--- src/rtl/riscv_test_monitor.sv ---
// riscv_test_monitor: pass/fail monitor for riscv-tests programs (register-watch or tohost store-watch).
// Latency: verdict registered SETTLE_CYCLES+1 cycles after the completing write/store; busy rises the cycle after start.
// Backpressure: none; passively snoops the register-file write port and store bus, never stalls the core.
//
// Ports: clk / rst_n        clock, asynchronous active-low reset
//        start              one-cycle pulse: clear all status and arm
//        rf_we/waddr/wdata  register-file write snoop
//        st_valid/addr/wdata accepted data-store snoop
//        retire             one instruction retired this cycle
//        busy/done/pass/fail/timeout/fail_testnum  registered verdict
//        cycle_count/retire_count                  saturating activity counters
module riscv_test_monitor #(
  parameter int          MODE           = 0,
  parameter int          DONE_REG       = 26,
  parameter int          RESULT_REG     = 27,
  parameter int          TESTNUM_REG    = 3,
  parameter logic [31:0] TOHOST_ADDR    = 32'h0000_1000,
  parameter int          SETTLE_CYCLES  = 2,
  parameter int          TIMEOUT_CYCLES = 100000
) (
  input  logic        clk,
  input  logic        rst_n,
  input  logic        start,
  input  logic        rf_we,
  input  logic [4:0]  rf_waddr,
  input  logic [31:0] rf_wdata,
  input  logic        st_valid,
  input  logic [31:0] st_addr,
  input  logic [31:0] st_wdata,
  input  logic        retire,
  output logic        busy,
  output logic        done,
  output logic        pass,
  output logic        fail,
  output logic        timeout,
  output logic [31:0] fail_testnum,
  output logic [31:0] cycle_count,
  output logic [31:0] retire_count
);

  typedef enum logic [1:0] {IDLE, RUN, SETTLE, REPORT} state_t;

  localparam logic [4:0]  DONE_IDX     = 5'(DONE_REG);
  localparam logic [4:0]  RESULT_IDX   = 5'(RESULT_REG);
  localparam logic [4:0]  TESTNUM_IDX  = 5'(TESTNUM_REG);
  localparam logic [7:0]  SETTLE_LAST  = 8'(SETTLE_CYCLES - 1);
  localparam logic [31:0] TIMEOUT_LAST = 32'(TIMEOUT_CYCLES - 1);
  localparam bit          STORE_MODE   = (MODE != 0);
  localparam bit          HAS_SETTLE   = (SETTLE_CYCLES != 0);
  localparam bit          HAS_TIMEOUT  = (TIMEOUT_CYCLES != 0);

  state_t      state;
  logic [7:0]  settle_cnt;
  logic [31:0] testnum_sh;
  logic [31:0] result_sh;
  logic        st_pass_sh;   // tohost verdict captured at completion
  logic [31:0] st_tn_sh;

  logic        rf_ok;
  logic        done_hit;
  logic        tohost_hit;
  logic        complete;
  logic        timeout_hit;
  logic [31:0] testnum_nxt;
  logic [31:0] result_nxt;
  logic        st_pass_now;
  logic [31:0] st_tn_now;
  logic        fin_pass;
  logic [31:0] fin_tn;
  logic [31:0] cycle_nxt;
  logic [31:0] retire_nxt;
  logic        unused_addr_lsb;

  // Byte offset within the tohost word does not matter.
  assign unused_addr_lsb = ^st_addr[1:0];

  always_comb begin
    // x0 is never a real destination, whatever the parameters say.
    rf_ok       = rf_we && (rf_waddr != 5'd0);
    done_hit    = rf_ok && (rf_waddr == DONE_IDX) && (rf_wdata == 32'd1);
    tohost_hit  = st_valid && (st_addr[31:2] == TOHOST_ADDR[31:2]) && (st_wdata != 32'd0);
    complete    = STORE_MODE ? tohost_hit : done_hit;
    // cycle_count only advances in RUN before SETTLE, so in RUN it is the RUN cycle index.
    timeout_hit = HAS_TIMEOUT && (cycle_count == TIMEOUT_LAST);
    // Next-shadow values let a write in the verdict cycle itself take part.
    testnum_nxt = (rf_ok && (rf_waddr == TESTNUM_IDX)) ? rf_wdata : testnum_sh;
    result_nxt  = (rf_ok && (rf_waddr == RESULT_IDX)) ? rf_wdata : result_sh;
    st_pass_now = (st_wdata == 32'd1);
    st_tn_now   = {1'b0, st_wdata[31:1]};
    if (STORE_MODE) begin
      fin_pass = (state == RUN) ? st_pass_now : st_pass_sh;
      fin_tn   = (state == RUN) ? st_tn_now : st_tn_sh;
    end else begin
      fin_pass = (result_nxt == 32'd1);
      fin_tn   = testnum_nxt;
    end
    cycle_nxt  = (cycle_count == '1) ? cycle_count : cycle_count + 32'd1;
    retire_nxt = (retire && (retire_count != '1)) ? retire_count + 32'd1 : retire_count;
  end

  always_ff @(posedge clk or negedge rst_n) begin
    if (!rst_n) begin
      state        <= IDLE;
      settle_cnt   <= 8'd0;
      testnum_sh   <= 32'd0;
      result_sh    <= 32'd0;
      st_pass_sh   <= 1'b0;
      st_tn_sh     <= 32'd0;
      busy         <= 1'b0;
      done         <= 1'b0;
      pass         <= 1'b0;
      fail         <= 1'b0;
      timeout      <= 1'b0;
      fail_testnum <= 32'd0;
      cycle_count  <= 32'd0;
      retire_count <= 32'd0;
    end else if (start) begin
      state        <= RUN;
      settle_cnt   <= 8'd0;
      testnum_sh   <= 32'd0;
      result_sh    <= 32'd0;
      st_pass_sh   <= 1'b0;
      st_tn_sh     <= 32'd0;
      busy         <= 1'b1;
      done         <= 1'b0;
      pass         <= 1'b0;
      fail         <= 1'b0;
      timeout      <= 1'b0;
      fail_testnum <= 32'd0;
      cycle_count  <= 32'd0;
      retire_count <= 32'd0;
    end else begin
      case (state)
        RUN, SETTLE: begin
          cycle_count  <= cycle_nxt;
          retire_count <= retire_nxt;
          testnum_sh   <= testnum_nxt;
          result_sh    <= result_nxt;
          if (state == RUN) begin
            // Completion is checked first so it wins over a same-cycle timeout.
            if (complete) begin
              st_pass_sh <= st_pass_now;
              st_tn_sh   <= st_tn_now;
              if (HAS_SETTLE) begin
                state      <= SETTLE;
                settle_cnt <= SETTLE_LAST;
              end else begin
                state        <= REPORT;
                busy         <= 1'b0;
                done         <= 1'b1;
                pass         <= fin_pass;
                fail         <= !fin_pass;
                fail_testnum <= fin_pass ? 32'd0 : fin_tn;
              end
            end else if (timeout_hit) begin
              state        <= REPORT;
              busy         <= 1'b0;
              done         <= 1'b1;
              fail         <= 1'b1;
              timeout      <= 1'b1;
              fail_testnum <= testnum_nxt;
            end
          end else if (settle_cnt == 8'd0) begin
            state        <= REPORT;
            busy         <= 1'b0;
            done         <= 1'b1;
            pass         <= fin_pass;
            fail         <= !fin_pass;
            fail_testnum <= fin_pass ? 32'd0 : fin_tn;
          end else begin
            settle_cnt <= settle_cnt - 8'd1;
          end
        end
        IDLE, REPORT: ;  // wait for start; REPORT holds the verdict
        default: state <= IDLE;
      endcase
    end
  end

endmodule
--- config.mk ---
export PLATFORM = sky130hd
export DESIGN_NAME = riscv_test_monitor
export DESIGN_NICKNAME = d
export VERILOG_FILES = /design/src/rtl/riscv_test_monitor.sv
export SDC_FILE = /design/constraint.sdc
export NUM_CORES = 1
export LEC_CHECK = 0
export BUFFER_PORTS_ARGS = -buffer_cell sky130_fd_sc_hd__buf_2
export CORE_MARGIN = 1
export CORE_UTILIZATION = 33
export CTS_CLUSTER_SIZE = 16
export DETAILED_ROUTE_END_ITERATION = 6
export GPL_TIMING_DRIVEN = 0
export SLEW_MARGIN = 5
export SYNTH_ARGS = -nofsm -noshare
export SYNTH_HDL_FRONTEND = slang
export SYNTH_SLANG_ARGS = --single-unit
--- constraint.sdc ---
create_clock -name clk -period 2.45 [get_ports clk]
set_clock_uncertainty 0.05 [all_clocks]
set_input_delay 0 -clock clk [delete_from_list [all_inputs] [get_ports clk]]
set_output_delay 0 -clock clk [all_outputs]
set_load 0.01 [all_outputs]
==> results.txt <==
Adding up every negative setup slack in the final design gives 0 ns. The worst hold path startpoint is rf_waddr[0]. The die area came out at 28600 um^2. The worst register-to-register path begins at cycle_count[1].

Setup violations remaining at the end of the flow were counted as 0. The post-synthesis instance total came out at 1063. After floorplanning, the core was divided into 60 placement rows. The setup slack of the most critical reg-to-reg path is 0.02 ns. Counting instances, the worst hold path has a depth of 5. Sorting the synthesized cells by how often they occur yields 192 x sky130_fd_sc_hd__nand2_1, 175 x sky130_fd_sc_hd__dfrtp_1, 150 x sky130_fd_sc_hd__a21oi_1. The die outline height came out at 169 um. The cell area after technology mapping came out at 9220 um^2. STA classifies the critical path endpoint as a flop. The worst hold path terminates at state[0].

The number of antenna violations at the first check in global routing came out at 5. The number of synthesized flops with an enable pin came out at 0. The number of port buffers is 141.

The end of the worst register-to-register path is cycle_count[22]. Counting cells, the worst reg-to-reg path comes to 7. The sequential cell area came out at 4390 um^2. In this run the worst hold path is classified as in -> reg. The number of global-route vias before repair came out at 8836. Data on the critical path is required at its endpoint by 2.75 ns. In the finished design, the share of the clock period the worst path needs comes to 99.2%.

By area the synthesized netlist is led by sky130_fd_sc_hd__dfrtp_1 47%, sky130_fd_sc_hd__a21oi_1 8.1%, sky130_fd_sc_hd__nand2_1 7.8%, sky130_fd_sc_hd__nand3_1 4.9%, sky130_fd_sc_hd__mux2i_1 3.6%. The total power divided by cell area came out at 512 nW/um^2. Synthesis inferred 175 register bits. The leakage power of the design came out at 4.83 nW. The final hold slack came out at 0.0383 ns.

The region available for standard cell placement spans 27200 um^2. The global route total overflow is 0. The routability congestion estimate from global placement is 0.872. The count of routing violations after the opening detailed-route iteration is 791.

The total vias in the final route came out at 9243. The wire length of the first global-routing pass is 48400 um. The average wire length per cell after detail routing came out at 17.9 um.

The synthesized netlist net count is 1175. The hold violation count in the final report came to 0. The number of buffers on the longest clock path is 2. The overall fraction of global-route tracks in use is 21.4%. The root buffer cell is sky130_fd_sc_hd__clkbuf_16. The clock latency of the later-clocked register in the worst-skew pair is 0.43 ns. Summed over all instances, the cell type with the most area after synthesis is sky130_fd_sc_hd__dfrtp_1. The relative slew slack came out at 45.8%. The worst ir drop on vdd is 388 uV. The transition time at the pin with the least slew margin came out at 0.813 ns.

After clock tree synthesis, the clock-pin slew on the worst setup and hold paths is 0.08 ns. The DRC violation count after routing is 0. The maximum operating frequency is 0.411 GHz. The register area share after synthesis came out at 47.5%.

Relative to the synthesized area, the layout overhead comes to 28.5%. The H-tree generated during clock tree synthesis spans 4 levels. The area taken by multi-input logic gates is 4640 um^2.

The number of nets in the final layout is 1393. The x dimension of the die is 169 um. Of the cells placed in the final design, the portion with a size suffix greater than 1 is 21.8%. The per-instance average area after synthesis came out at 8.68 um^2.

The total number of yosys warnings came out at 0. The run finished with clean final reports. Yosys instantiated no cell more often than sky130_fd_sc_hd__nand2_1.

The final HPWL from detailed placement is 20700 um. The final critical-path required period came out at 2.43 ns. The share of synthesized area in the top cell type comes to 47.5%. The number of inserted filler cells in the final layout is 2757.

The remaining antenna violation count is 0. The max-cap violation count came out at 0. The arrival time of data at the critical path endpoint is 2.73 ns. Setup repair after global routing could not meet its margin everywhere. The total routed wirelength came out at 30000 um. The primary flip-flop cell chosen by synthesis mapping is sky130_fd_sc_hd__dfrtp_1. The number of vias per cell after detailed routing is 5.53. Along the worst path, the maximum fanout reaches 10. The clock drives 175 sinks.

The initial core utilization came out at 33.9%. The worst setup path is launched from a flop. The final max-slew violation count is 0. TritonCTS built the clock tree. After synthesis, the share of flip-flops with an asynchronous set or reset is 100%. In this run, CTS created clock tree buffers numbering 17. The critical path is of the reg -> reg type. The boundary pin count is 208.

The pre-antenna-repair detailed-routing pass consisted of 5 iterations. The netlist uses 59 different library cells. The largest net degree at the start of global routing came out at 109.
-- cell usage in the layout (no fill, tap or decap), drive strengths merged, types with 7 or more instances in the layout --
master / synthesis / layout
buf: 10 / 181
and3: 10 / 10
mux2i: 33 / 33
or4: 28 / 28
dlygate4sd3: 0 / 33
nand4: 23 / 23
o31ai: 29 / 29
a21oi: 150 / 150
nor4: 30 / 30
or3: 28 / 28
nor3: 11 / 11
clkinv: 3 / 9
nand2: 192 / 192
nor2: 22 / 22
mux2: 7 / 7
o21ai: 57 / 57
inv: 13 / 19
clkbuf: 69 / 81
nand3: 92 / 92
nor2b: 9 / 9
dfrtp: 175 / 175
-- cells by family (layout without fill, tap and decap cells) --
kind of cell / Yosys count / in the layout / share of synthesized area (%)
buf+inv: 96 / 327 / 4.25
mux: 40 / 40 / 4.44
xor+xnor: 3 / 3 / 0.285
simple gates: 477 / 477 / 26.5
compound gates: 267 / 267 / 16.4
fa+ha+maj: 5 / 5 / 0.678
other cells: 0 / 4 / 0
flops: 175 / 175 / 47.5
-- state kept, by name (all words and copies together) (netlist names) --
signal and count:
busy 1, cycle_count 32, done 1, fail 1
fail_testnum 32, pass 1, result_sh 32, retire_count 32
settle_cnt 8, state 2, testnum_sh 32, timeout 1
-- metal layers --
layer  vias up  routed length (um)  share of wire [%]  track usage (%)
li1       4324                   -                  -                -
met1      4566               14000                 47             29.9
met2       313               13700                 46             33.6
met3        36                1890                6.3             4.34
met4         4                 439                1.5             5.48
met5         -                  22              0.073                0
-- power by group --
part	total [mW]	internal, mW	switching [mW]
Sequential	2.91	2.90	0.0125
Combinational	0.405	0.125	0.280
Clock	2.75	1.37	1.38
Total	6.07	4.40	1.67
-- metrics by stage --
step	total power, mW	cells	worst slack [ns]	util [%]	instance area (um^2)
finish	6.07	1670	0.0198	43.6	11900
global route	6.30	1667	-0.0411	43.6	11800
CTS	6.12	1650	0.00162	42.5	11600
detailed placement	3.32	1577	-0.463	38.4	10400
global placement	3.32	1576	-2.02	38.3	10400
floorplan	3.10	1063	0.00915	-	9240
-- worst max-delay path: stages (launching register included) --
cell and delay, ns:
sky130_fd_sc_hd__dfrtp_2 0.40, sky130_fd_sc_hd__ha_4 0.16, sky130_fd_sc_hd__nand3_2 0.09, sky130_fd_sc_hd__or4_4 0.47, sky130_fd_sc_hd__or3_4 0.38, sky130_fd_sc_hd__buf_6 0.15
sky130_fd_sc_hd__or4_1 0.49, sky130_fd_sc_hd__a21oi_1 0.16
-- worst max-delay path by stage --
stage | startpoint | end | cells after the start
global placement | rst_n | cycle_count[1] | 1
CTS | cycle_count[5] | cycle_count[31] | 5
global route | cycle_count[1] | cycle_count[22] | 7
finish | cycle_count[1] | cycle_count[22] | 7
detailed placement | settle_cnt[3] | fail_testnum[5] | 8
floorplan | cycle_count[2] | cycle_count[18] | 7
-- repair_timing --
action | CTS | global route
pin swaps | 6 | 11
endpoints found under the hold margin | 155 | 0
setup endpoints to repair | 129 | 140
resized for setup | 31 | 41
cloned | 0 | 1
hold buffers | 33 | 0
buffers inserted | 12 | 17
-- layout make-up --
class	count	share of cell area, %
Timing Repair Buffer	205	11.1
Inverter	16	0.517
Multi-Input combinational cell	792	39.2
Buffer	74	3.09
Antenna cell	4	0.0845
Clock buffer	17	3.59
Sequential cell	175	37.1
Tap cell	372	3.93
Clock inverter	15	1.41
No activity file was read; power rests on OpenSTA's default activity.
